--- src/rtl/irrigation_scheduler.sv ---
`default_nettype none
// ============================================================================
// irrigation_scheduler - grants the shared pump to one of three zones and runs
// settle -> pump -> drain -> lockout for each grant.            Revision: 1.0
// ============================================================================
module irrigation_scheduler #(
   parameter int CLK_DIV       = 50000000,
   parameter int TIMER_W       = 16,
   parameter int VALVE_SETTLE  = 2,
   parameter int SPRINKLE_TIME = 600,
   parameter int DRIP_TIME     = 1800,
   parameter int AGRO_TIME     = 300,
   parameter int PUMP_STOP     = 2,
   parameter int LOCKOUT       = 5
) (
   input  logic       clock,
   input  logic       reset,
   input  logic       enable,
   input  logic       sprinkleReq,
   input  logic       dripReq,
   input  logic       agroReq,
   input  logic       waterLow,
   output logic       pumpOn,
   output logic       sprinkleValve,
   output logic       dripValve,
   output logic       agroValve,
   output logic [1:0] activeZone,
   output logic       busy,
   output logic       cycleDone,
   output logic       dryFault
);

   localparam int PRE_W = $clog2(CLK_DIV);
   localparam logic [PRE_W-1:0]   PRE_LAST   = PRE_W'(CLK_DIV - 1);
   localparam logic [TIMER_W-1:0] T_SETTLE   = TIMER_W'(VALVE_SETTLE);
   localparam logic [TIMER_W-1:0] T_SPRINKLE = TIMER_W'(SPRINKLE_TIME);
   localparam logic [TIMER_W-1:0] T_DRIP     = TIMER_W'(DRIP_TIME);
   localparam logic [TIMER_W-1:0] T_AGRO     = TIMER_W'(AGRO_TIME);
   localparam logic [TIMER_W-1:0] T_STOP     = TIMER_W'(PUMP_STOP);
   localparam logic [TIMER_W-1:0] T_LOCK     = TIMER_W'(LOCKOUT);
   localparam logic [1:0] Z_NONE = 2'd0;
   localparam logic [1:0] Z_SPR  = 2'd1;
   localparam logic [1:0] Z_DRIP = 2'd2;
   localparam logic [1:0] Z_AGRO = 2'd3;

   typedef enum logic [2:0] {
      S_IDLE = 3'd0,
      S_OPEN = 3'd1,
      S_RUN  = 3'd2,
      S_STOP = 3'd3,
      S_LOCK = 3'd4
   } state_t;

   state_t               state_q, state_d;
   logic [1:0]           zone_q, zone_d;
   logic [TIMER_W-1:0]   timer_q, timer_d;
   logic [PRE_W-1:0]     presc_q, presc_d;
   logic                 fair_q, fair_d;
   logic                 aborted_q, aborted_d;
   logic                 dry_d, done_d, valve_d;
   logic                 tick, last_tick, any_req, zone_req, abort;
   logic [1:0]           pick;
   logic [TIMER_W-1:0]   run_time;

   // fair_q=1 means sprinkle was granted last, so drip wins the next tie
   always_comb begin
      any_req = sprinkleReq | dripReq | agroReq;
      if (agroReq)                      pick = Z_AGRO;
      else if (sprinkleReq && dripReq)  pick = fair_q ? Z_DRIP : Z_SPR;
      else if (sprinkleReq)             pick = Z_SPR;
      else                              pick = Z_DRIP;
      case (zone_q)
         Z_SPR:   begin zone_req = sprinkleReq; run_time = T_SPRINKLE; end
         Z_DRIP:  begin zone_req = dripReq;     run_time = T_DRIP;     end
         Z_AGRO:  begin zone_req = agroReq;     run_time = T_AGRO;     end
         default: begin zone_req = 1'b0;        run_time = T_SPRINKLE; end
      endcase
      tick      = (presc_q == PRE_LAST);
      last_tick = tick && (timer_q <= TIMER_W'(1));
      abort     = waterLow | ~enable | ~zone_req;
   end

   always_comb begin
      state_d   = state_q;
      zone_d    = zone_q;
      timer_d   = timer_q;
      fair_d    = fair_q;
      aborted_d = aborted_q;
      dry_d     = dryFault;
      done_d    = 1'b0;
      case (state_q)
         S_IDLE: begin
            timer_d = '0;
            if (enable && !waterLow && any_req) begin
               state_d   = S_OPEN;
               zone_d    = pick;
               timer_d   = T_SETTLE;
               fair_d    = (pick == Z_SPR);
               aborted_d = 1'b0;
               dry_d     = 1'b0;
            end
         end
         S_OPEN, S_RUN: begin
            if (abort) begin
               state_d   = S_STOP;
               timer_d   = T_STOP;
               aborted_d = 1'b1;
               if (waterLow) dry_d = 1'b1;
            end else if (last_tick) begin
               if (state_q == S_OPEN) begin
                  state_d = S_RUN;
                  timer_d = run_time;
               end else begin
                  state_d = S_STOP;
                  timer_d = T_STOP;
               end
            end else if (tick) begin
               timer_d = timer_q - TIMER_W'(1);
            end
         end
         S_STOP: begin
            if (last_tick) begin
               state_d = S_LOCK;
               timer_d = T_LOCK;
               zone_d  = Z_NONE;
            end else if (tick) begin
               timer_d = timer_q - TIMER_W'(1);
            end
         end
         S_LOCK: begin
            if (last_tick) begin
               state_d = S_IDLE;
               timer_d = '0;
               done_d  = ~aborted_q;
            end else if (tick) begin
               timer_d = timer_q - TIMER_W'(1);
            end
         end
         default: begin
            state_d = S_IDLE;
            zone_d  = Z_NONE;
            timer_d = '0;
         end
      endcase
      presc_d = (state_d != state_q || tick || state_q == S_IDLE) ? '0 : presc_q + PRE_W'(1);
      valve_d = (state_d == S_OPEN) || (state_d == S_RUN) || (state_d == S_STOP);
   end

   // Outputs are decoded from the next state so they change on the same edge
   always_ff @(posedge clock or negedge reset) begin
      if (!reset) begin
         state_q       <= S_IDLE;
         zone_q        <= Z_NONE;
         timer_q       <= '0;
         presc_q       <= '0;
         fair_q        <= 1'b0;
         aborted_q     <= 1'b0;
         pumpOn        <= 1'b0;
         sprinkleValve <= 1'b0;
         dripValve     <= 1'b0;
         agroValve     <= 1'b0;
         activeZone    <= Z_NONE;
         busy          <= 1'b0;
         cycleDone     <= 1'b0;
         dryFault      <= 1'b0;
      end else begin
         state_q       <= state_d;
         zone_q        <= zone_d;
         timer_q       <= timer_d;
         presc_q       <= presc_d;
         fair_q        <= fair_d;
         aborted_q     <= aborted_d;
         pumpOn        <= (state_d == S_RUN);
         sprinkleValve <= valve_d && (zone_d == Z_SPR);
         dripValve     <= valve_d && (zone_d == Z_DRIP);
         agroValve     <= valve_d && (zone_d == Z_AGRO);
         activeZone    <= zone_d;
         busy          <= (state_d != S_IDLE);
         cycleDone     <= done_d;
         dryFault      <= dry_d;
      end
   end

endmodule
`default_nettype wire

--- config.mk ---
export PLATFORM = sky130hd
export DESIGN_NAME = irrigation_scheduler
export DESIGN_NICKNAME = d
export VERILOG_FILES = /design/src/rtl/irrigation_scheduler.sv
export SDC_FILE = /design/constraint.sdc
export NUM_CORES = 1
export LEC_CHECK = 0
export CAP_MARGIN = 20
export CORE_ASPECT_RATIO = 1.2
export CORE_MARGIN = 2
export CORE_UTILIZATION = 60
export CTS_CLUSTER_DIAMETER = 60
export CTS_CLUSTER_SIZE = 14
export DETAILED_ROUTE_END_ITERATION = 6
export PLACE_DENSITY = 0.77
export RECOVER_POWER = 25
export REMOVE_ABC_BUFFERS = 1
export SLEW_MARGIN = 10
export SYNTH_ARGS = -nofsm -noshare
export SYNTH_HDL_FRONTEND = slang
export SYNTH_SLANG_ARGS = --single-unit
export TNS_END_PERCENT = 30
--- constraint.sdc ---
create_clock -name clock -period 3 [get_ports clock]
set_clock_uncertainty 0.2 [all_clocks]
set_input_delay 0.6 -clock clock [delete_from_list [all_inputs] [get_ports clock]]
set_output_delay 0.6 -clock clock [all_outputs]
set_load 0.03 [all_outputs]
==> impl_metrics.ini <==
[global_routing]
gr-usage-met2 = 0.422
grt.total_usage = 0.236
grt_pass1_wl_mm = 10.8
grt.overflow.total = 0
grt_max_degree = 57
antenna_found_initial = 0
grt_use_met3 = 0.0413
use_met1 = 0.289
busiest_layer = met2
first_global_vias = 2437

[timing]
hold-worst-slack_ns = 0.246
period_needed_ns = 2.71
rsz0062_at_grt = false
finalSetupViolCount = 0
report.final.hold_viol_count = 0
period_share = 0.903
final-max-slew-violation-count = 0
tightest_slew_ns = 1.35
max_freq_mhz = 369
max_slew_margin = 0.100
timing.setup.tns_ns = 0

[clock_network]
tritoncts = done
clock_path_buffers = 2
clk_latency_ns = 0.31
post_cts_resized = 0
cts_setup_buffers = 0
ctsHoldBuffers = 0
clk_pin_slew_ns = 0.10
cts_root_buf = clkbuf_8
cts_buffers = 5
htree_levels = 2
clkSinkCount = 56

[worst_hold_path]
hp-class = register to register
min-delay-start = aborted_q
whs_path_depth = 1
hold_end = cycleDone

[cells_and_area]
layout-drive-gt1-share = 0.0896
antenna_cells = 0
layout.nets = 355
final_cell_area_um2 = 3370
fin_util = 0.682
area_growth_pct = 9.74

[power]
p_comb_frac = 0.026
irDropWorstVdd_mv = 0.259
p_leak_nw = 1.39
p_seq_frac = 0.631
internal_power_mw = 0.930
total_power_mw = 1.20
switchingPower_mw = 0.265
p_per_area_nw_per_um2 = 355
switching_share = 0.222
clock_power_share = 0.343

[setup_path]
worst-endpoint-required_ns = 3.00
cp-end-kind = register
cp_slowest_cell = or4_4
worstReg2RegStart = timer_q[3]
crit_fanout = 8
startpoint_type = register
cp.arrival_ns = 2.71
slowest_delay_ns = 0.56
path_class = register to register
reg2reg_depth = 6
rr_endpoint = dripValve
reg2reg_slack_ns = 0.29
worstPathCellList = or4_4 -> nor4b_4 -> and2_1 -> nand2_4 -> a221oi_2 -> and3b_1

[floorplanning]
row_count = 28
num_io_pins = 16
dieWidth_um = 69.3
coreArea_um2 = 4940
dieArea_um2 = 5710
die_h_um = 82.4
floorplan.initialDensity = 0.622

[route]
routed_wirelength_mm = 6.21
vias_per_cell = 6.02
drc_errors = 0
vias = 2446
drtPass1Iterations = 4
drt_iter0_drc = 184
wl_per_cell_um = 15.3
ant_nets = 0

[synth]
yosys_warnings = 0
seq_area_frac_synth = 0.456
async_reset_ff_frac = 1.00
synth.top_cell.area_share = 0.456
synth_top_area_cell = dfrtp_1
netlist_top_cells_area = dfrtp_1, nor2_1, xor2_1
synthCells = 329
synth_seq_cells = 56
synth_area_per_cell_um2 = 9.34
synth_area_um2 = 3070
synth_edf_count = 0
ys.flop_type = dfrtp_1
ys_types = 56

[placement]
io_buffers = 15
placed_cell_area_um2 = 3280
gp_congestion = 0.864
dpl.hpwl_mm = 4.43

[run_status]
status = finished, final reports clean

[job]
max-cap-violations = 0
cells in the mapped netlist (2+ instances only):
cell type and instances:
a211oi_1 4, nor2b_1 4, ha_1 3, o22ai_1 2
o21ai_0 16, nand3b_1 3, inv_1 10, nand2b_1 4
o31ai_1 3, nor3_2 2, xor2_1 13, nand3_1 12
buf_2 6, or4_1 3, xnor2_1 12, a22oi_1 2
nor3_1 12, mux2i_1 2, a31oi_1 2, a21oi_1 20
nor4_1 3, and3_1 5, or3_1 12, dfrtp_1 56
or2_2 2, clkbuf_1 6, nor2_1 50, a211oi_2 2
o31a_1 2, nand2_1 17, nor4b_1 3, nand4_1 9
a21o_1 4
final cells by class:
type / count / area (um2)
Multi-Input combinational cell: 250 / 1570
Fill cell: 406 / 1570
Sequential cell: 56 / 1400
Timing Repair Buffer: 22 / 195
Tap cell: 60 / 75.1
Clock buffer: 5 / 68.8
Inverter: 10 / 37.5
Clock inverter: 3 / 23.8
sequential cells by signal, summed over array words and instances (netlist names):
signal and count:
state_q 3, dripValve 1, sprinkleValve 1, pumpOn 1
agroValve 1, dryFault 1, zone_q 2, aborted_q 1
busy 1, cycleDone 1, fair_q 1, timer_q 16
presc_q 26
through the flow:
| step | std cells | worst slack (ns) |
|---|---|---|
| after detailed placement | 398 | 0.109 |
| after CTS | 406 | 0.304 |
| after floorplan | 316 | 0.435 |
| after global routing | 406 | 0.0902 |
| after global placement | 398 | 0.157 |
| final | 406 | 0.292 |
power by group through the flow:
stage                     Clock [mW]  Sequential (mW)  Combinational (mW)
after floorplan                    0            0.769             0.00570
after global placement             0            0.769              0.0318
after detailed placement           0            0.769              0.0320
after CTS                      0.425            0.754              0.0322
after global routing           0.452            0.754              0.0363
final                          0.410            0.754              0.0310
kinds of logic after synthesis:
group | after synthesis | share of synthesized area
compound gates | 68 | 0.144
xor+xnor | 25 | 0.0713
fa+ha+maj | 3 | 0.0122
buf+inv | 23 | 0.0330
flops | 56 | 0.456
mux | 2 | 0.00652
simple gates | 152 | 0.277
layout by cell type, fill, tap and decap left out, types with 6 or more instances in the layout:
cell type and count:
a21oi_1 20, buf_4 6, clkdlybuf4s50_1 14, dfrtp_1 56
inv_1 10, nand2_1 17, nand3_1 12, nand4_1 9
nor2_1 50, nor3_1 12, o21ai_0 16, or3_1 12
xnor2_1 12, xor2_1 13
how the worst max path moves through the flow:
| stage | startpoint | to | slack, ns | cells after the start |
|---|---|---|---|---|
| 5_1_grt | timer_q[3] | timer_q[4] | 0.09 | 6 |
| 3_5_place_dp | dripReq | presc_q[9] | 0.11 | 6 |
| 2_1_floorplan | timer_q[3] | busy | 0.43 | 5 |
| 3_3_place_gp | dripReq | presc_q[20] | 0.16 | 6 |
| 6_report | timer_q[3] | dripValve | 0.29 | 6 |
| 4_1_cts | timer_q[3] | dripValve | 0.30 | 6 |
worst max-delay path: cells and delay by family (launching register included):
family	cells	cell delay (ns)
flip-flops	1	0.43
AND/OR/NAND/NOR	5	1.58
AO/OA/AOI/OAI	1	0.39
per-layer routing:
layer	wire, um	vias to the layer above
li1	-	1202
met1	2680	1178
met2	3200	52
met3	204	14
met4	120	0
met5	0	-
No activity file was read; power rests on OpenSTA's default activity.
